--- src/rtl/rx_buffered_pkg.sv ---
// Shared definitions for the buffered NoC input-port receiver:
// output-FSM state encoding and flit-counter sizing.
package rx_buffered_pkg;

   // Output-side FSM states
   typedef enum logic [1:0] {
      ST_IDLE  = 2'd0,
      ST_ROUTE = 2'd1,
      ST_REQ   = 2'd2,
      ST_SEND  = 2'd3
   } rx_state_t;

   // Flit counter is wide enough for packets of up to 255 flits
   localparam int CNT_W = 8;
   localparam logic [CNT_W-1:0] CNT_ZERO = 8'd0;
   localparam logic [CNT_W-1:0] CNT_ONE  = 8'd1;

endpackage

--- src/rtl/flit_fifo.sv ---
// First-word-fall-through flit FIFO with occupancy count.
// Pointers wrap modulo DEPTH; a push when full or a pop when empty is ignored.
module flit_fifo #(
   parameter int SIZE      = 8,
   parameter int BUFF_BITS = 3
)(
   input  logic                 clk,
   input  logic                 reset,
   input  logic                 push,
   input  logic                 pop,
   input  logic [SIZE-1:0]      din,
   output logic [SIZE-1:0]      dout,
   output logic [BUFF_BITS:0]   count,
   output logic                 full,
   output logic                 empty
);
   localparam int DEPTH = 2 ** BUFF_BITS;
   localparam logic [BUFF_BITS:0]   CNT_FULL = {1'b1, {BUFF_BITS{1'b0}}};
   localparam logic [BUFF_BITS:0]   CNT_ONE  = {{BUFF_BITS{1'b0}}, 1'b1};
   localparam logic [BUFF_BITS-1:0] PTR_ONE  = {{(BUFF_BITS-1){1'b0}}, 1'b1};

   logic [SIZE-1:0]      mem [DEPTH];
   logic [BUFF_BITS-1:0] wr_ptr;
   logic [BUFF_BITS-1:0] rd_ptr;
   logic                 do_push;
   logic                 do_pop;

   // Status flags, guarded push/pop and fall-through read data
   always_comb begin
      full    = (count == CNT_FULL);
      empty   = (count == {(BUFF_BITS+1){1'b0}});
      do_push = push & ~full;
      do_pop  = pop & ~empty;
      dout    = mem[rd_ptr];
   end

   // Storage array write; contents need no reset since pointers define validity
   always_ff @(posedge clk) begin
      if (do_push) begin
         mem[wr_ptr] <= din;
      end
   end

   // Pointer and occupancy tracking; simultaneous push/pop keeps count
   always_ff @(posedge clk or posedge reset) begin
      if (reset) begin
         wr_ptr <= {BUFF_BITS{1'b0}};
         rd_ptr <= {BUFF_BITS{1'b0}};
         count  <= {(BUFF_BITS+1){1'b0}};
      end else begin
         if (do_push) begin
            wr_ptr <= wr_ptr + PTR_ONE;
         end
         if (do_pop) begin
            rd_ptr <= rd_ptr + PTR_ONE;
         end
         case ({do_push, do_pop})
            2'b10:   count <= count + CNT_ONE;
            2'b01:   count <= count - CNT_ONE;
            default: count <= count;
         endcase
      end
   end

endmodule

--- src/rtl/rx_buffered.sv ---
// Buffered NoC input-port receiver: two-phase channel input into a FIFO,
// head-flit route decode, switch req/gnt arbitration and packet streaming.
module rx_buffered
   import rx_buffered_pkg::*;
#(
   parameter int SIZE         = 8,
   parameter int CHANNEL_BITS = 3,
   parameter int BUFF_BITS    = 3,
   parameter int PKT_LEN      = 8
)(
   input  logic                    clk,
   input  logic                    reset,
   input  logic                    ch_req,
   input  logic [SIZE-1:0]         ch_flit,
   output logic                    ch_ack,
   output logic                    sw_req,
   output logic [CHANNEL_BITS-1:0] sw_chnl,
   input  logic                    sw_gnt,
   output logic                    sw_valid,
   output logic [SIZE-1:0]         sw_flit,
   output logic                    sw_tail,
   output logic                    err_drop,
   output logic [BUFF_BITS:0]      fifo_count
);
   localparam int HEAD_BIT = SIZE - 1;
   localparam logic [CNT_W-1:0] LAST_IDX = CNT_W'(PKT_LEN - 1);

   rx_state_t        state;
   logic [CNT_W-1:0] flit_cnt;
   logic [SIZE-1:0]  head_flit;
   logic             full;
   logic             empty;
   logic             pending;
   logic             push;
   logic             pop;
   logic             drop;
   logic             transfer;

   flit_fifo #(
      .SIZE      (SIZE),
      .BUFF_BITS (BUFF_BITS)
   ) u_fifo (
      .clk   (clk),
      .reset (reset),
      .push  (push),
      .pop   (pop),
      .din   (ch_flit),
      .dout  (head_flit),
      .count (fifo_count),
      .full  (full),
      .empty (empty)
   );

   assign sw_flit = head_flit;

   // Handshake decode, switch-side valid/tail and FIFO pop sources
   always_comb begin
      pending  = (ch_req != ch_ack);
      push     = pending & ~full;
      sw_valid = (state == ST_SEND) & ~empty;
      sw_tail  = sw_valid & (flit_cnt == LAST_IDX);
      transfer = sw_valid & sw_gnt;
      drop     = (state == ST_IDLE) & ~empty & ~head_flit[HEAD_BIT];
      pop      = transfer | drop;
   end

   // Two-phase acknowledge: toggle once for each flit written into the FIFO
   always_ff @(posedge clk or posedge reset) begin
      if (reset) begin
         ch_ack <= 1'b0;
      end else if (push) begin
         ch_ack <= ~ch_ack;
      end else begin
         ch_ack <= ch_ack;
      end
   end

   // Output FSM: route head flit, request switch, stream PKT_LEN flits
   always_ff @(posedge clk or posedge reset) begin
      if (reset) begin
         state    <= ST_IDLE;
         sw_req   <= 1'b0;
         sw_chnl  <= {CHANNEL_BITS{1'b0}};
         flit_cnt <= CNT_ZERO;
         err_drop <= 1'b0;
      end else begin
         err_drop <= drop;
         case (state)
            ST_IDLE: begin
               if (!empty && head_flit[HEAD_BIT]) begin
                  state <= ST_ROUTE;
               end
            end
            ST_ROUTE: begin
               sw_chnl <= head_flit[SIZE-2 -: CHANNEL_BITS];
               sw_req  <= 1'b1;
               state   <= ST_REQ;
            end
            ST_REQ: begin
               if (sw_gnt) begin
                  state <= ST_SEND;
               end
            end
            ST_SEND: begin
               if (transfer) begin
                  if (flit_cnt == LAST_IDX) begin
                     sw_req   <= 1'b0;
                     flit_cnt <= CNT_ZERO;
                     state    <= ST_IDLE;
                  end else begin
                     flit_cnt <= flit_cnt + CNT_ONE;
                  end
               end
            end
            default: begin
               state    <= ST_IDLE;
               sw_req   <= 1'b0;
               flit_cnt <= CNT_ZERO;
            end
         endcase
      end
   end

endmodule

--- config.mk ---
export PLATFORM = sky130hd
export DESIGN_NAME = rx_buffered
export DESIGN_NICKNAME = d
export VERILOG_FILES = /design/src/rtl/rx_buffered_pkg.sv /design/src/rtl/flit_fifo.sv /design/src/rtl/rx_buffered.sv
export SDC_FILE = /design/constraint.sdc
export NUM_CORES = 1
export LEC_CHECK = 0
export BUFFER_PORTS_ARGS = -buffer_cell sky130_fd_sc_hd__buf_2
export CORE_MARGIN = 1
export CORE_UTILIZATION = 30
export DETAILED_ROUTE_END_ITERATION = 16
export PLACE_DENSITY = 0.45
export SETUP_SLACK_MARGIN = 0.05
export SLEW_MARGIN = 30
export SYNTH_ARGS = -nofsm -noshare
export SYNTH_HDL_FRONTEND = slang
export SYNTH_SLANG_ARGS = --single-unit
--- constraint.sdc ---
create_clock -name clk -period 3.3 [get_ports clk]
set_clock_uncertainty 0.2 [all_clocks]
set_input_delay 0 -clock clk [delete_from_list [all_inputs] [get_ports clk]]
set_output_delay 0 -clock clk [all_outputs]
set_load 0.1 [all_outputs]
* Word level (Yosys, flattened, before mapping)
Memory sizes are Yosys's and may differ from the RTL's.
Cells that the tools add are included.
** Word-level totals
- Bits of input ports :: 12
- Output and inout bits :: 20
- Flip-flop bits (word level) :: 26
- Memories kept :: 1
- Memory bits (writable) :: 64
** Memory list
- u_fifo.mem :: words 8, width 8, rd ports 1, clocked after Yosys merged registers in 0, write ports 1, line flit_fifo.sv:22 : logic [SIZE-1:0] mem [DEPTH];
** Cells by class
- Eq/ne operators :: 12
- Bitwise operators :: 13
- Multiplexer cells :: 12
- $add $sub $neg :: 5
- Reductions and logical operators :: 9
** Operators by type and width (count)
- adder 8 x 1 -> 8 bit, second input constant :: 1
- AND 1 bit :: 8
- == test 8 x 3 -> 1 bit, second input constant :: 1
- two-way mux 2 bit :: 4
- two-way mux 8 bit :: 1
- one-hot mux 2 bit (4 select lines) :: 1
- one-hot mux 4 bit (2 select lines) :: 1
- adder 3 x 1 -> 3 bit, second input constant :: 2
- == test 2 bit, second input constant :: 3
- adder 4 x 1 -> 4 bit, second input constant :: 1
- == test 2 x 1 -> 1 bit, second input constant :: 2
- == test 4 bit, second input constant :: 1
- zero test 4 bit :: 1
- two-way mux 1 bit :: 4
- inequality test 2 x 1 -> 1 bit, second input constant :: 2
- inequality test 2 bit, second input constant :: 2
- inverter 1 bit :: 4
- AND reduction 4 bit :: 1
- nonzero test 2 bit :: 2
- subtractor 4 x 1 -> 4 bit, second input constant :: 1
- AND reduction 3 bit :: 1
- zero test 2 bit :: 1
- one-hot mux 1 bit (2 select lines) :: 1
- AND reduction 2 bit :: 1
- 4 further kinds :: 4

* Longest topological paths before layout
- Depth in word-level cells :: 8
- Mapped depth :: 10
- Gate-level depth less buffers :: 10

* Modules after synthesis
From an unflattened synthesis, not the netlist that was laid out.
** Unflattened totals
- Cells, all modules :: 234
- Area, all modules :: 3965.1 µm²
** Modules (own cells, without submodules)
- flit_fifo :: sequential area each 2172.1 µm², area an instance 3135.5 µm², cells an instance 161, instances 1
- rx_buffered :: sequential area each 400.4 µm², area an instance 829.5 µm², cells an instance 73, instances 1

* Worst setup path after synthesis
OpenSTA, ideal clock, no wires.
- Path kind :: register -> register
- Start :: reg u_fifo.count[2]
- End :: reg u_fifo.count[3]
- Cell stages (with the launch flop) :: 10
- Data required time :: 2940 ps
- Setup time :: 160 ps
- Path slack :: -575 ps
- Period minus slack after synthesis :: 3875 ps
- Arrival :: 3515 ps
- Cell sequence :: dfrtp_1 o41a_1 nand2_1 o21ai_4 ha_1 ha_1 a21o_1 a21oi_1 mux2i_1 xnor2_1
** Between the ends
- Word-level cells in the longest chain between the ends :: 8
- Elaborated cells between the ends (all ways) :: 18
- Classes of those cells :: add/sub: 2; eq/ne: 3; mux: 1; bitwise: 10; reduce/logical: 2
** RTL lines
- start, declared :: line flit_fifo.sv:13 : output logic [BUFF_BITS:0] count,
- start signal, assigned :: line flit_fifo.sv:49 : count <= {(BUFF_BITS+1){1'b0}};
- start signal, assigned :: line flit_fifo.sv:58 : 2'b10: count <= count + CNT_ONE;
- start signal, assigned :: line flit_fifo.sv:59 : 2'b01: count <= count - CNT_ONE;
- zero test 4 bit (*) :: line flit_fifo.sv:31 : empty = (count == {(BUFF_BITS+1){1'b0}});
- inverter 1 bit (*) :: line rx_buffered.sv:60 : sw_valid = (state == ST_SEND) & ~empty;
- AND 1 bit (*) :: line rx_buffered.sv:60
- net sw_valid :: line rx_buffered.sv:19 : output logic sw_valid,
- AND 1 bit (*) :: line rx_buffered.sv:62 : transfer = sw_valid & sw_gnt;
- OR 1 bit (*) :: line rx_buffered.sv:64 : pop = transfer | drop;
- AND 1 bit (*) :: line flit_fifo.sv:33 : do_pop = pop & ~empty;
- net u_fifo.do_pop :: line flit_fifo.sv:26 : logic do_pop;
- == test 2 x 1 -> 1 bit or == test 2 bit (tied branches) :: line flit_fifo.sv:57 : case ({do_push, do_pop})
- one-hot mux 4 bit (2 select lines) or nonzero test 2 bit (tied branches)
Mark *: on every way through the listed nets, which the timed path passes. The rest lies on a longest branch.
A chain may end at the register's enable or synchronous reset.

* Worst setup path after layout
- Start :: reg u_fifo.rd_ptr[0]
- End :: reg u_fifo.count[3]
** Between the ends
- Word-level cells in the longest chain between the ends :: 7
- Elaborated cells between the ends (all ways) :: 9
- Classes of those cells :: eq/ne: 2; mux: 1; bitwise: 4; reduce/logical: 1; memory: 1
** RTL lines
- start, declared :: line flit_fifo.sv:24 : logic [BUFF_BITS-1:0] rd_ptr;
- start signal, assigned :: line flit_fifo.sv:48 : rd_ptr <= {BUFF_BITS{1'b0}};
- start signal, assigned :: line flit_fifo.sv:55 : rd_ptr <= rd_ptr + PTR_ONE;
- memory (8 x 8 bit) (*)
- inverter 1 bit (*) :: line rx_buffered.sv:63 : drop = (state == ST_IDLE) & ~empty & ~head_flit[HEAD_BIT];
- AND 1 bit (*) :: line rx_buffered.sv:63
- OR 1 bit (*) :: line rx_buffered.sv:64
- AND 1 bit (*) :: line flit_fifo.sv:33
- net u_fifo.do_pop :: line flit_fifo.sv:26
- == test 2 x 1 -> 1 bit or == test 2 bit (tied branches) :: line flit_fifo.sv:57
- one-hot mux 4 bit (2 select lines) or nonzero test 2 bit (tied branches)
- end signal, assigned :: line flit_fifo.sv:58
- end signal, assigned :: line flit_fifo.sv:59
- end signal, assigned :: line flit_fifo.sv:60 : default: count <= count;
Marks and branches as above.

==> results.yml <==
detailed_routing:
  dr.pass1.iters: 4
  avgRoutedWirePerCell_um: 15.9
  drt.antenna.violating_nets: 0
  routed_wl_um: 7640
  drc: 0
  drtIter0Drc: 149
  vias: 2137
  via_per_inst: 4.44
sta:
  setup_viol: 0
  tns_ps: 0
  slew_headroom: 0.494
  maxSlewViolCount: 0
  fmax_mhz: 341
  finalHoldViolations: 0
  finalCritPeriodShare: 0.887
  tightestPinTransition_ps: 749
  fin_crit_ps: 2930
  rsz0062_at_grt: "false"
cts:
  cts_setup_buffers: 0
  h-tree-depth: 3
  cts.path.max_buffers: 2
  cts_sinks: 90
  tritoncts: "built"
  insertion_delay_ps: 340
  root_buffer: "clkbuf_16"
  clkSlewWorstSetupHoldPaths_ps: 70
  cts_inserted_buffers: 9
place:
  placed_cells: 454
  hpwlAfterDp_um: 5040
  gp_congestion: 0.719
  io_buffers: 31
critical_path:
  crit_path_end_kind: "flop"
  crit_type: "reg -> reg"
  cp-start-kind: "flop"
  crit-reg2reg-launch: "u_fifo.rd_ptr[0]"
  worstPathArrival_ps: 3000
  path_max_fanout: 6
  r2r-end: "u_fifo.count[3]"
  ff2ff_path_depth: 9
  required_ps: 3370
  rrSetupSlack_ps: 370
global_routing:
  overflow: 0
  grt_antenna_before_repair: 0
  grt_pass1_wl_um: 12500
  grt_pass1_vias: 2344
  grt_max_degree: 27
  grt_usage: 0.131
floorplanning:
  chipWidth_um: 115
  start_util: 0.307
  die_area_mm2: 0.0133
  die_y_um: 115
  std_cell_rows: 41
  pin_count: 32
  core_mm2: 0.0126
synth:
  synth_top_flop_cell: "edfxtp_1"
  synth-edff-count: 64
  synth_top_cells_by_area: "edfxtp_1 50%, dfrtp_1 17%, mux4_2 7.0%"
  synth_area_mm2: 0.00386
  yosys_warnings: 0
  synth_top_area_share: 0.498
  avgSynthCellArea_um2: 15.7
  yosys.area.top_type: "edfxtp_1"
  netlist_instances: 246
  ys_seq_area_frac: 0.667
  ys_ff_latch: 90
  synth_cell_types: 40
  async_flop_share: 0.289
  syn_nets: 270
min_path:
  min_path_type: "in -> async"
final_layout:
  n_antenna_cell: 0
  instances_no_fill: 481
  final_nets: 328
  drive_above_1_share: 0.265
  syn_to_final_growth_pct: 22.1
run_status:
  run_status: "finished clean"
flow_run:
  drv_cap: 0
Yosys cell counts, types with 3 or more instances:
| cell | n |
|---|---|
| edfxtp_1 | 64 |
| nand3_1 | 3 |
| dfrtp_1 | 26 |
| ha_1 | 11 |
| mux4_2 | 12 |
| xor2_1 | 3 |
| xnor2_1 | 9 |
| nand2b_1 | 3 |
| a21oi_1 | 5 |
| nand4_1 | 6 |
| nor2_1 | 13 |
| mux4_1 | 4 |
| mux2i_1 | 3 |
| clkbuf_1 | 5 |
| inv_1 | 9 |
| nand2_1 | 35 |
| mux2_2 | 3 |
| nor3_1 | 3 |
| a31oi_1 | 3 |
how the worst max path moves through the flow:
stage	from	to	slack, ps
after floorplan	u_fifo.count[3]	u_fifo.count[3]	80
after detailed placement	u_fifo.rd_ptr[0]	u_fifo.count[3]	360
after global routing	u_fifo.rd_ptr[0]	u_fifo.count[3]	160
after global placement	u_fifo.rd_ptr[0]	u_fifo.count[3]	400
final	u_fifo.rd_ptr[0]	u_fifo.count[3]	370
after CTS	u_fifo.rd_ptr[0]	u_fifo.count[3]	350
layout by cell type (no fill, tap or decap), drive strengths merged, types with 5 or more instances in the layout:
master,instances
nor2,13
buf,43
a21oi,5
clkbuf,10
mux2,6
nand2,35
ha,11
edfxtp,64
mux4,16
xnor2,9
inv,11
dlygate4sd3,11
dfrtp,26
nand4,6
critical path: stages, from the launching register on:
cell and delay [ps]:
dfrtp_1 430, mux4_2 520, mux2_4 330, o21ai_4 200, ha_1 240, ha_1 250, a21o_1 170, a21oi_1 170
mux2i_1 230, xnor2_1 130
metrics by stage:
| step | setup slack, ps | hold WS (ps) | cell area, um2 | utilization |
|---|---|---|---|---|
| 3_3_place_gp | 397 | 62.8 | 4300 | 0.342 |
| 5_1_grt | 160 | 131 | 4710 | 0.375 |
| 3_5_place_dp | 360 | -89.0 | 4300 | 0.342 |
| 6_report | 371 | 58.1 | 4710 | 0.375 |
| 4_1_cts | 350 | 83.1 | 4710 | 0.375 |
| 2_1_floorplan | 77.7 | -160 | 3870 | - |
flip-flops by register name (all words and copies together), names as in the netlist:
signal	flops
u_fifo.mem	64
state	2
u_fifo.wr_ptr	3
flit_cnt	8
ch_ack	1
sw_chnl	3
u_fifo.count	4
err_drop	1
sw_req	1
u_fifo.rd_ptr	3
layout make-up:
cell class              count  area, um2
inverters                  10       37.5
well taps                 172        215
multi-input cells         139       1220
repair buffers             54        355
flip-flops and latches     90       2580
fillers                  1197       7860
clock buffers              10        229
clock inverters             6       73.8
kinds of logic (layout without fill, tap and decap cells):
logic type | count (synthesis) | in the layout | synth area share
flip-flops | 90 | 90 | 0.667
AND/OR/NAND/NOR | 71 | 71 | 0.0840
multiplexers | 25 | 25 | 0.125
AO/OA/AOI/OAI | 19 | 19 | 0.0373
buffers and inverters | 17 | 80 | 0.0188
adder cells (fa/ha/maj) | 12 | 12 | 0.0409
XOR/XNOR | 12 | 12 | 0.0273
metal layers:
metal  track usage  share of wire  up-vias
li1              -              -     1042
met1         0.161           0.48     1053
met2         0.214           0.47       35
met3        0.0432          0.040        7
met4        0.0468          0.011        0
met5             0              0        -
what timing repair did:
item,in CTS,in global routing
hold buffers,11,0
resized for setup,0,0
endpoints found under the hold margin,98,0
Power is not shown: default switching activity piles up to over one toggle a cycle in this logic, so the estimate is an artifact.
